==> config.mk <==
export PLATFORM = sky130hd
export DESIGN_NAME = arbitro_bus_datos_flat
export DESIGN_NICKNAME = d
export VERILOG_FILES = /design/src/rtl/arbitro_bus_datos_if.sv /design/src/rtl/arbitro_bus_datos.sv /design/src/flat_wrapper.sv
export SDC_FILE = /design/constraint.sdc
export NUM_CORES = 1
export LEC_CHECK = 0
export CAP_MARGIN = 20
export CORE_AREA = 2 2 116 118
export CTS_CLUSTER_SIZE = 8
export DETAILED_ROUTE_END_ITERATION = 10
export DIE_AREA = 0 0 118 120
export DONT_BUFFER_PORTS = 1
export RECOVER_POWER = 50
export SETUP_SLACK_MARGIN = 0.1
export SYNTH_ARGS = -nofsm -noshare
export SYNTH_HDL_FRONTEND = slang
export SYNTH_SLANG_ARGS = --single-unit
==> constraint.sdc <==
create_clock -name clk_i -period 2.2 [get_ports clk_i]
set_input_delay 0.66 -clock clk_i [delete_from_list [all_inputs] [get_ports clk_i]]
set_output_delay 0.66 -clock clk_i [all_outputs]
set_load 0.02 [all_outputs]
==> src/rtl/arbitro_bus_datos_if.sv <==
// Shared data-bus bundle between the two masters (CPU, DMA), the arbiter
// and the downstream write driver / read mux.
// The master modport is the requester side; slave is the arbiter side.
interface arbitro_bus_datos_if;
  // CPU master
  logic        req_cpu_i;
  logic [31:0] address_cpu_i;
  logic        we_cpu_i;
  logic [31:0] wdata_cpu_i;
  logic        gnt_cpu_o;
  logic        done_cpu_o;
  logic [31:0] rdata_cpu_o;
  // DMA master
  logic        req_dma_i;
  logic [31:0] address_dma_i;
  logic        we_dma_i;
  logic [31:0] wdata_dma_i;
  logic        gnt_dma_o;
  logic        done_dma_o;
  logic [31:0] rdata_dma_o;
  // Shared bus
  logic [31:0] address_o;
  logic        we_o;
  logic [31:0] wdata_o;
  logic [31:0] rdata_i;
  logic        busy_o;

  modport slave (
    input  req_cpu_i, address_cpu_i, we_cpu_i, wdata_cpu_i,
    output gnt_cpu_o, done_cpu_o, rdata_cpu_o,
    input  req_dma_i, address_dma_i, we_dma_i, wdata_dma_i,
    output gnt_dma_o, done_dma_o, rdata_dma_o,
    output address_o, we_o, wdata_o, busy_o,
    input  rdata_i
  );

  modport master (
    output req_cpu_i, address_cpu_i, we_cpu_i, wdata_cpu_i,
    input  gnt_cpu_o, done_cpu_o, rdata_cpu_o,
    output req_dma_i, address_dma_i, we_dma_i, wdata_dma_i,
    input  gnt_dma_o, done_dma_o, rdata_dma_o,
    input  address_o, we_o, wdata_o, busy_o,
    output rdata_i
  );
endinterface

==> src/rtl/arbitro_bus_datos.sv <==
// Two-master (CPU / DMA) arbiter for the shared memory-mapped data bus.
// Each access holds address/wdata for ACCESS_CYCLES cycles and pulses we_o
// once on the last cycle. CPU has fixed priority, bounded by a streak limit
// so a requesting DMA is not starved.
// Optional macro DMA_RAM_ONLY_EN: DMA writes outside 0x1000..0x13FC are
// suppressed on we_o (the access still runs and done_dma_o still pulses).
module arbitro_bus_datos #(
  parameter int unsigned ACCESS_CYCLES  = 2,
  parameter int unsigned MAX_CPU_STREAK = 4
) (
  input  logic                clk_i,
  input  logic                rst_i,
  arbitro_bus_datos_if.slave  bus_io
);

  localparam logic [3:0] AccLast   = 4'(ACCESS_CYCLES - 1);
  localparam logic [3:0] MaxStreak = 4'(MAX_CPU_STREAK);

  typedef enum logic {StIdle, StAccess} state_e;
  typedef enum logic {OwnCpu, OwnDma}   owner_e;

  state_e      state_q;
  owner_e      owner_q;
  logic [3:0]  cnt_q;
  logic [3:0]  streak_q;
  logic        gnt_cpu_q, gnt_dma_q, busy_q;
  logic        done_cpu_q, done_dma_q;
  logic [31:0] rdata_cpu_q, rdata_dma_q;

  logic        valid_cpu, valid_dma, pick_dma;
  logic [31:0] own_addr, own_wdata;
  logic        own_we, dma_wr_ok, last_cycle;

  // Request qualification and grant choice for the IDLE state
  always_comb begin
    // A master in its done cycle is not re-granted even if req is still high
    valid_cpu = bus_io.req_cpu_i & ~done_cpu_q;
    valid_dma = bus_io.req_dma_i & ~done_dma_q;
    pick_dma  = valid_dma & (~valid_cpu | (streak_q == MaxStreak));
  end

  // Owner mux onto the shared bus; we_o is a single pulse on the last cycle
  always_comb begin
    own_addr  = '0;
    own_wdata = '0;
    own_we    = 1'b0;
    if (state_q == StAccess) begin
      if (owner_q == OwnCpu) begin
        own_addr  = bus_io.address_cpu_i;
        own_wdata = bus_io.wdata_cpu_i;
        own_we    = bus_io.we_cpu_i;
      end else begin
        own_addr  = bus_io.address_dma_i;
        own_wdata = bus_io.wdata_dma_i;
        own_we    = bus_io.we_dma_i;
      end
    end
`ifdef DMA_RAM_ONLY_EN
    dma_wr_ok = (bus_io.address_dma_i >= 32'h0000_1000) &&
                (bus_io.address_dma_i <= 32'h0000_13FC);
`else
    dma_wr_ok = 1'b1;
`endif
    last_cycle = (state_q == StAccess) && (cnt_q == 4'd0);
    // Reset kills the access at once, so the pulse must not escape that cycle
    bus_io.we_o = last_cycle & own_we & ~rst_i & ((owner_q == OwnCpu) | dma_wr_ok);
    bus_io.address_o = own_addr;
    bus_io.wdata_o   = own_wdata;
  end

  // Arbitration / access sequencing FSM with registered handshake outputs
  always_ff @(posedge clk_i) begin
    if (rst_i) begin
      state_q     <= StIdle;
      owner_q     <= OwnCpu;
      cnt_q       <= '0;
      streak_q    <= '0;
      gnt_cpu_q   <= 1'b0;
      gnt_dma_q   <= 1'b0;
      busy_q      <= 1'b0;
      done_cpu_q  <= 1'b0;
      done_dma_q  <= 1'b0;
      rdata_cpu_q <= '0;
      rdata_dma_q <= '0;
    end else begin
      done_cpu_q <= 1'b0;
      done_dma_q <= 1'b0;
      case (state_q)
        StIdle: begin
          if (!bus_io.req_dma_i) streak_q <= '0;
          if (valid_cpu || valid_dma) begin
            state_q <= StAccess;
            cnt_q   <= AccLast;
            busy_q  <= 1'b1;
            if (pick_dma) begin
              owner_q   <= OwnDma;
              gnt_dma_q <= 1'b1;
              streak_q  <= '0;
            end else begin
              owner_q   <= OwnCpu;
              gnt_cpu_q <= 1'b1;
              if (bus_io.req_dma_i && (streak_q != 4'hF)) streak_q <= streak_q + 4'd1;
            end
          end
        end
        StAccess: begin
          if (cnt_q == 4'd0) begin
            state_q   <= StIdle;
            gnt_cpu_q <= 1'b0;
            gnt_dma_q <= 1'b0;
            busy_q    <= 1'b0;
            if (owner_q == OwnCpu) begin
              done_cpu_q <= 1'b1;
              if (!bus_io.we_cpu_i) rdata_cpu_q <= bus_io.rdata_i;
            end else begin
              done_dma_q <= 1'b1;
              if (!bus_io.we_dma_i) rdata_dma_q <= bus_io.rdata_i;
            end
          end else begin
            cnt_q <= cnt_q - 4'd1;
          end
        end
        default: state_q <= StIdle;
      endcase
    end
  end

  assign bus_io.gnt_cpu_o   = gnt_cpu_q;
  assign bus_io.gnt_dma_o   = gnt_dma_q;
  assign bus_io.busy_o      = busy_q;
  assign bus_io.done_cpu_o  = done_cpu_q;
  assign bus_io.done_dma_o  = done_dma_q;
  assign bus_io.rdata_cpu_o = rdata_cpu_q;
  assign bus_io.rdata_dma_o = rdata_dma_q;

endmodule
==> src/flat_wrapper.sv <==
// flat-port wrapper written by rule: the top's interface ports become plain ports
module arbitro_bus_datos_flat 
#(
  parameter int unsigned ACCESS_CYCLES  = 2,
  parameter int unsigned MAX_CPU_STREAK = 4
)
  (clk_i, rst_i, bus_io_req_cpu_i, bus_io_address_cpu_i, bus_io_we_cpu_i, bus_io_wdata_cpu_i, bus_io_gnt_cpu_o, bus_io_done_cpu_o, bus_io_rdata_cpu_o, bus_io_req_dma_i, bus_io_address_dma_i, bus_io_we_dma_i, bus_io_wdata_dma_i, bus_io_gnt_dma_o, bus_io_done_dma_o, bus_io_rdata_dma_o, bus_io_address_o, bus_io_we_o, bus_io_wdata_o, bus_io_busy_o, bus_io_rdata_i);
  arbitro_bus_datos_if bus_io_i ();
  input  logic clk_i;
  input  logic rst_i;
  input wire logic [$bits(bus_io_i.req_cpu_i)-1:0] bus_io_req_cpu_i;
  input wire logic [$bits(bus_io_i.address_cpu_i)-1:0] bus_io_address_cpu_i;
  input wire logic [$bits(bus_io_i.we_cpu_i)-1:0] bus_io_we_cpu_i;
  input wire logic [$bits(bus_io_i.wdata_cpu_i)-1:0] bus_io_wdata_cpu_i;
  output wire logic [$bits(bus_io_i.gnt_cpu_o)-1:0] bus_io_gnt_cpu_o;
  output wire logic [$bits(bus_io_i.done_cpu_o)-1:0] bus_io_done_cpu_o;
  output wire logic [$bits(bus_io_i.rdata_cpu_o)-1:0] bus_io_rdata_cpu_o;
  input wire logic [$bits(bus_io_i.req_dma_i)-1:0] bus_io_req_dma_i;
  input wire logic [$bits(bus_io_i.address_dma_i)-1:0] bus_io_address_dma_i;
  input wire logic [$bits(bus_io_i.we_dma_i)-1:0] bus_io_we_dma_i;
  input wire logic [$bits(bus_io_i.wdata_dma_i)-1:0] bus_io_wdata_dma_i;
  output wire logic [$bits(bus_io_i.gnt_dma_o)-1:0] bus_io_gnt_dma_o;
  output wire logic [$bits(bus_io_i.done_dma_o)-1:0] bus_io_done_dma_o;
  output wire logic [$bits(bus_io_i.rdata_dma_o)-1:0] bus_io_rdata_dma_o;
  output wire logic [$bits(bus_io_i.address_o)-1:0] bus_io_address_o;
  output wire logic [$bits(bus_io_i.we_o)-1:0] bus_io_we_o;
  output wire logic [$bits(bus_io_i.wdata_o)-1:0] bus_io_wdata_o;
  output wire logic [$bits(bus_io_i.busy_o)-1:0] bus_io_busy_o;
  input wire logic [$bits(bus_io_i.rdata_i)-1:0] bus_io_rdata_i;
  assign bus_io_i.req_cpu_i = bus_io_req_cpu_i;
  assign bus_io_i.address_cpu_i = bus_io_address_cpu_i;
  assign bus_io_i.we_cpu_i = bus_io_we_cpu_i;
  assign bus_io_i.wdata_cpu_i = bus_io_wdata_cpu_i;
  assign bus_io_gnt_cpu_o = bus_io_i.gnt_cpu_o;
  assign bus_io_done_cpu_o = bus_io_i.done_cpu_o;
  assign bus_io_rdata_cpu_o = bus_io_i.rdata_cpu_o;
  assign bus_io_i.req_dma_i = bus_io_req_dma_i;
  assign bus_io_i.address_dma_i = bus_io_address_dma_i;
  assign bus_io_i.we_dma_i = bus_io_we_dma_i;
  assign bus_io_i.wdata_dma_i = bus_io_wdata_dma_i;
  assign bus_io_gnt_dma_o = bus_io_i.gnt_dma_o;
  assign bus_io_done_dma_o = bus_io_i.done_dma_o;
  assign bus_io_rdata_dma_o = bus_io_i.rdata_dma_o;
  assign bus_io_address_o = bus_io_i.address_o;
  assign bus_io_we_o = bus_io_i.we_o;
  assign bus_io_wdata_o = bus_io_i.wdata_o;
  assign bus_io_busy_o = bus_io_i.busy_o;
  assign bus_io_i.rdata_i = bus_io_rdata_i;
  arbitro_bus_datos #(.ACCESS_CYCLES(ACCESS_CYCLES), .MAX_CPU_STREAK(MAX_CPU_STREAK)) u_core (.clk_i(clk_i), .rst_i(rst_i), .bus_io(bus_io_i));
endmodule
==> flow_metrics.tcl <==
set metrics [dict create \
    outcome "completed" \
    row_count 42 \
    synth.area.mux_share_pct 16.8 \
    antenna_cells 0 \
    die_w_um 118 \
    yosys.area_share.simple_pct 24.2 \
    die_h_um 120 \
    syn_area_per_cell_um2 7.75 \
    maxSlewHeadroom_pct 66.7 \
    finalMaxSlewViolations 0 \
    synth_seq_cells 79 \
    path_buf_inv 2 \
    ant_nets 0 \
    path_clk_slew_ns 0.06 \
    syn-num-nets 678 \
    htree_levels 3 \
    final_core_util_pct 39.4 \
    cp_data_required_time_ns 1.54 \
    ys_types 38 \
    cts_sinks 79 \
    drv_cap 0 \
    cp_slowest_cell "dfxtp_4" \
    post-route-min-period_ns 2.18 \
    placed_area_um2 4300 \
    rsz0062_at_grt "yes" \
    powerDensity_nw_per_um2 801 \
    syn-instance-count 509 \
    synth_warnings 0 \
    dieArea_um2 14200 \
    hold_viol_final 0 \
    gp_congestion 1.01 \
    max_freq_mhz 459 \
    syn_to_final_growth_pct 29.8 \
    dpl_worst_slack_ns 0.255 \
    netlist_area_um2 3940 \
    tns_ns 0 \
    fin_ws_ns 0.0200 \
    synth_compound_area_share_pct 12.1 \
    first_global_vias 3422 \
    wl_mm 13.0 \
    final_cells 709 \
    pin_count 300 \
    slowest_delay_ns 0.46 \
    dp.cells 684 \
    antenna_found_initial 1 \
    cts_buffers 9 \
    cts-root-buf "clkbuf_16" \
    overflow 0 \
    vias 3694 \
    io_buffers 0 \
    final_area_um2 5120 \
    drtIter0Drc 260 \
    hold_buffers 0 \
    worstPathArrival_ns 1.52 \
    place_hpwl_mm 9.52 \
    cp_top_family "flip-flops" \
    crit_chain "buf_12, mux2i_1, nor2_1, buf_4" \
    cts_buffer_depth 2 \
    drive_above_1_share_pct 26.6 \
    core_area_um2 13000 \
    path_max_fanout 18 \
    tritoncts "built" \
    vias_per_cell 5.21 \
    ys_seq_area_share_pct 40.1 \
    start_kind "flop" \
    min_path_type "in2reg" \
    setup-violations-final 0 \
    avgRoutedWirePerCell_um 18.3 \
    leakagePower_nw 1.71 \
    fin_crit_sh_pct 99.1 \
    endpoint_kind "output pin" \
    drc_errors 0 \
    synth_xor_area_share_pct 0.222 \
    nNetsFinal 698 \
    tightest_slew_ns 0.498 \
    grt_max_degree 78 \
    drt_first_pass_iters 4 \
    synth_top_family_by_area "simple AND/OR/NAND/NOR gates" \
    ir_drop_uv 408 \
    clkLatencyLatePin_ns 0.32 \
    grt_pass1_wl_mm 18.3 \
    fin_skew_ns 0.00710 \
    path_class "reg2out" \
    initial_core_util_pct 30.4 \
    synthAdderAreaFrac_pct 0.952 \
    grt_usage_pct 16.5 \
]
[registers in the layout, indices dropped and copies added, names as in the netlist]
register                   flops
u_core.bus_io.rdata_dma_o     32
u_core.bus_io.gnt_cpu_o        1
u_core.bus_io.gnt_dma_o        1
u_core.bus_io.done_cpu_o       1
u_core.streak_q                4
u_core.owner_q                 1
u_core.bus_io.busy_o           1
u_core.cnt_q                   4
u_core.state_q                 1
u_core.bus_io.rdata_cpu_o     32
u_core.bus_io.done_dma_o       1
[metrics by stage]
| step | total power [mW] | hold WS (ns) |
|---|---|---|
| after floorplan | 2.18 | 0.482 |
| after global placement | 2.33 | 0.488 |
| after detailed placement | 2.35 | 0.496 |
| after CTS | 4.01 | 0.381 |
| after global routing | 4.27 | 0.381 |
| final | 4.10 | 0.397 |
[Yosys cell counts]
cell type	number	share of area [%]
nand2_1	132	13
dfxtp_1	79	40
a21oi_1	70	8.9
nor2_1	68	6.5
mux2i_1	65	17
buf_2	20	2.5
clkbuf_1	12	1.1
inv_1	8	0.76
nor3_1	5	0.63
nand3_1	4	0.51
nand3b_1	4	0.76
o21ai_0	4	0.51
buf_6	3	0.86
ha_1	3	0.95
a21boi_0	2	0.38
and3_1	2	0.32
buf_1	2	0.19
nor2b_1	2	0.32
nor3b_1	2	0.38
o211ai_1	2	0.38
o21a_1	2	0.38
or3_1	2	0.32
a211o_1	1	0.22
a211oi_1	1	0.19
a221oi_1	1	0.22
a22o_1	1	0.22
and4bb_2	1	0.32
clkinv_1	1	0.095
mux2_2	1	0.29
nand2b_1	1	0.16
nand4bb_4	1	0.70
nor3_2	1	0.25
nor3b_2	1	0.32
o2111ai_1	1	0.22
o211a_1	1	0.25
o32ai_1	1	0.22
or3b_2	1	0.22
xnor2_1	1	0.22
[cell usage in the layout, fill, tap and decap left out, types with 2 or more instances in the layout]
master	Yosys	final
ha_1	3	2
nor3_4	0	2
mux2i_1	65	41
nand3b_1	4	4
clkinv_4	0	2
or3_1	2	2
a21boi_0	2	2
buf_16	0	2
nand2_1	132	132
dfxtp_2	0	3
nor3_1	5	4
buf_4	0	35
o211ai_1	2	2
clkbuf_16	0	10
o21ai_0	4	4
o21a_1	2	2
dfxtp_1	79	75
nor2_2	0	20
nor2_1	68	25
nand3_1	4	4
inv_2	0	3
inv_1	8	6
a21oi_1	70	70
bufinv_16	0	2
nor3b_1	2	2
nor2_4	0	23
buf_12	0	3
nor2b_1	2	2
and3_1	2	2
mux2i_2	0	23
buf_6	3	3
[timing repair]
| action | 4_1_cts | 5_1_grt |
|---|---|---|
| cloned | 1 | 1 |
| buffers inserted | 9 | 0 |
| pin swaps | 2 | 6 |
| setup endpoints to repair | 65 | 65 |
| gates resized for setup | 36 | 74 |
[per-layer routing]
metal | part of all wire, % | global-route usage (%) | routed length (um)
met5 | 0.10 | 0 | 13
met4 | 2.7 | 7.68 | 346
met3 | 10 | 5.09 | 1320
met2 | 49 | 26.8 | 6330
met1 | 38 | 19.9 | 4990
[layout make-up]
class | instances | area [um2]
tap | 176 | 220
multi-input combinational | 384 | 2500
inverter | 9 | 33.8
timing repair buffer | 46 | 455
clock buffer | 10 | 239
clock inverter | 5 | 82.6
sequential | 79 | 1590
fill | 1283 | 7860
[final timing paths]
check,depth (start not counted),startpoint,to,slack (ns)
max,4,u_core.owner_q,bus_io_wdata_o[4],0.02
min,1,rst_i,u_core.bus_io.rdata_cpu_o[2],0.40
max reg2reg,8,u_core.cnt_q[1],u_core.bus_io.rdata_cpu_o[14],0.36
min reg2reg,2,u_core.state_q,u_core.cnt_q[2],0.53
[power by group]
part / internal (mW) / switching (mW) / leakage, nW
Clock: 1.02 / 0.562 / 0.159
Sequential: 1.49 / 0.108 / 0.641
Combinational: 0.371 / 0.549 / 0.912
Total: 2.88 / 1.22 / 1.71
[cell families after synthesis]
group / after synthesis
DFF: 79
buffers and inverters: 46
and+or+nand+nor: 227
xor gates and xnor gates: 1
adders and majority gates: 3
muxes: 66
AOI/OAI and AO/OA: 87
Power figures use the tool's default switching activity.
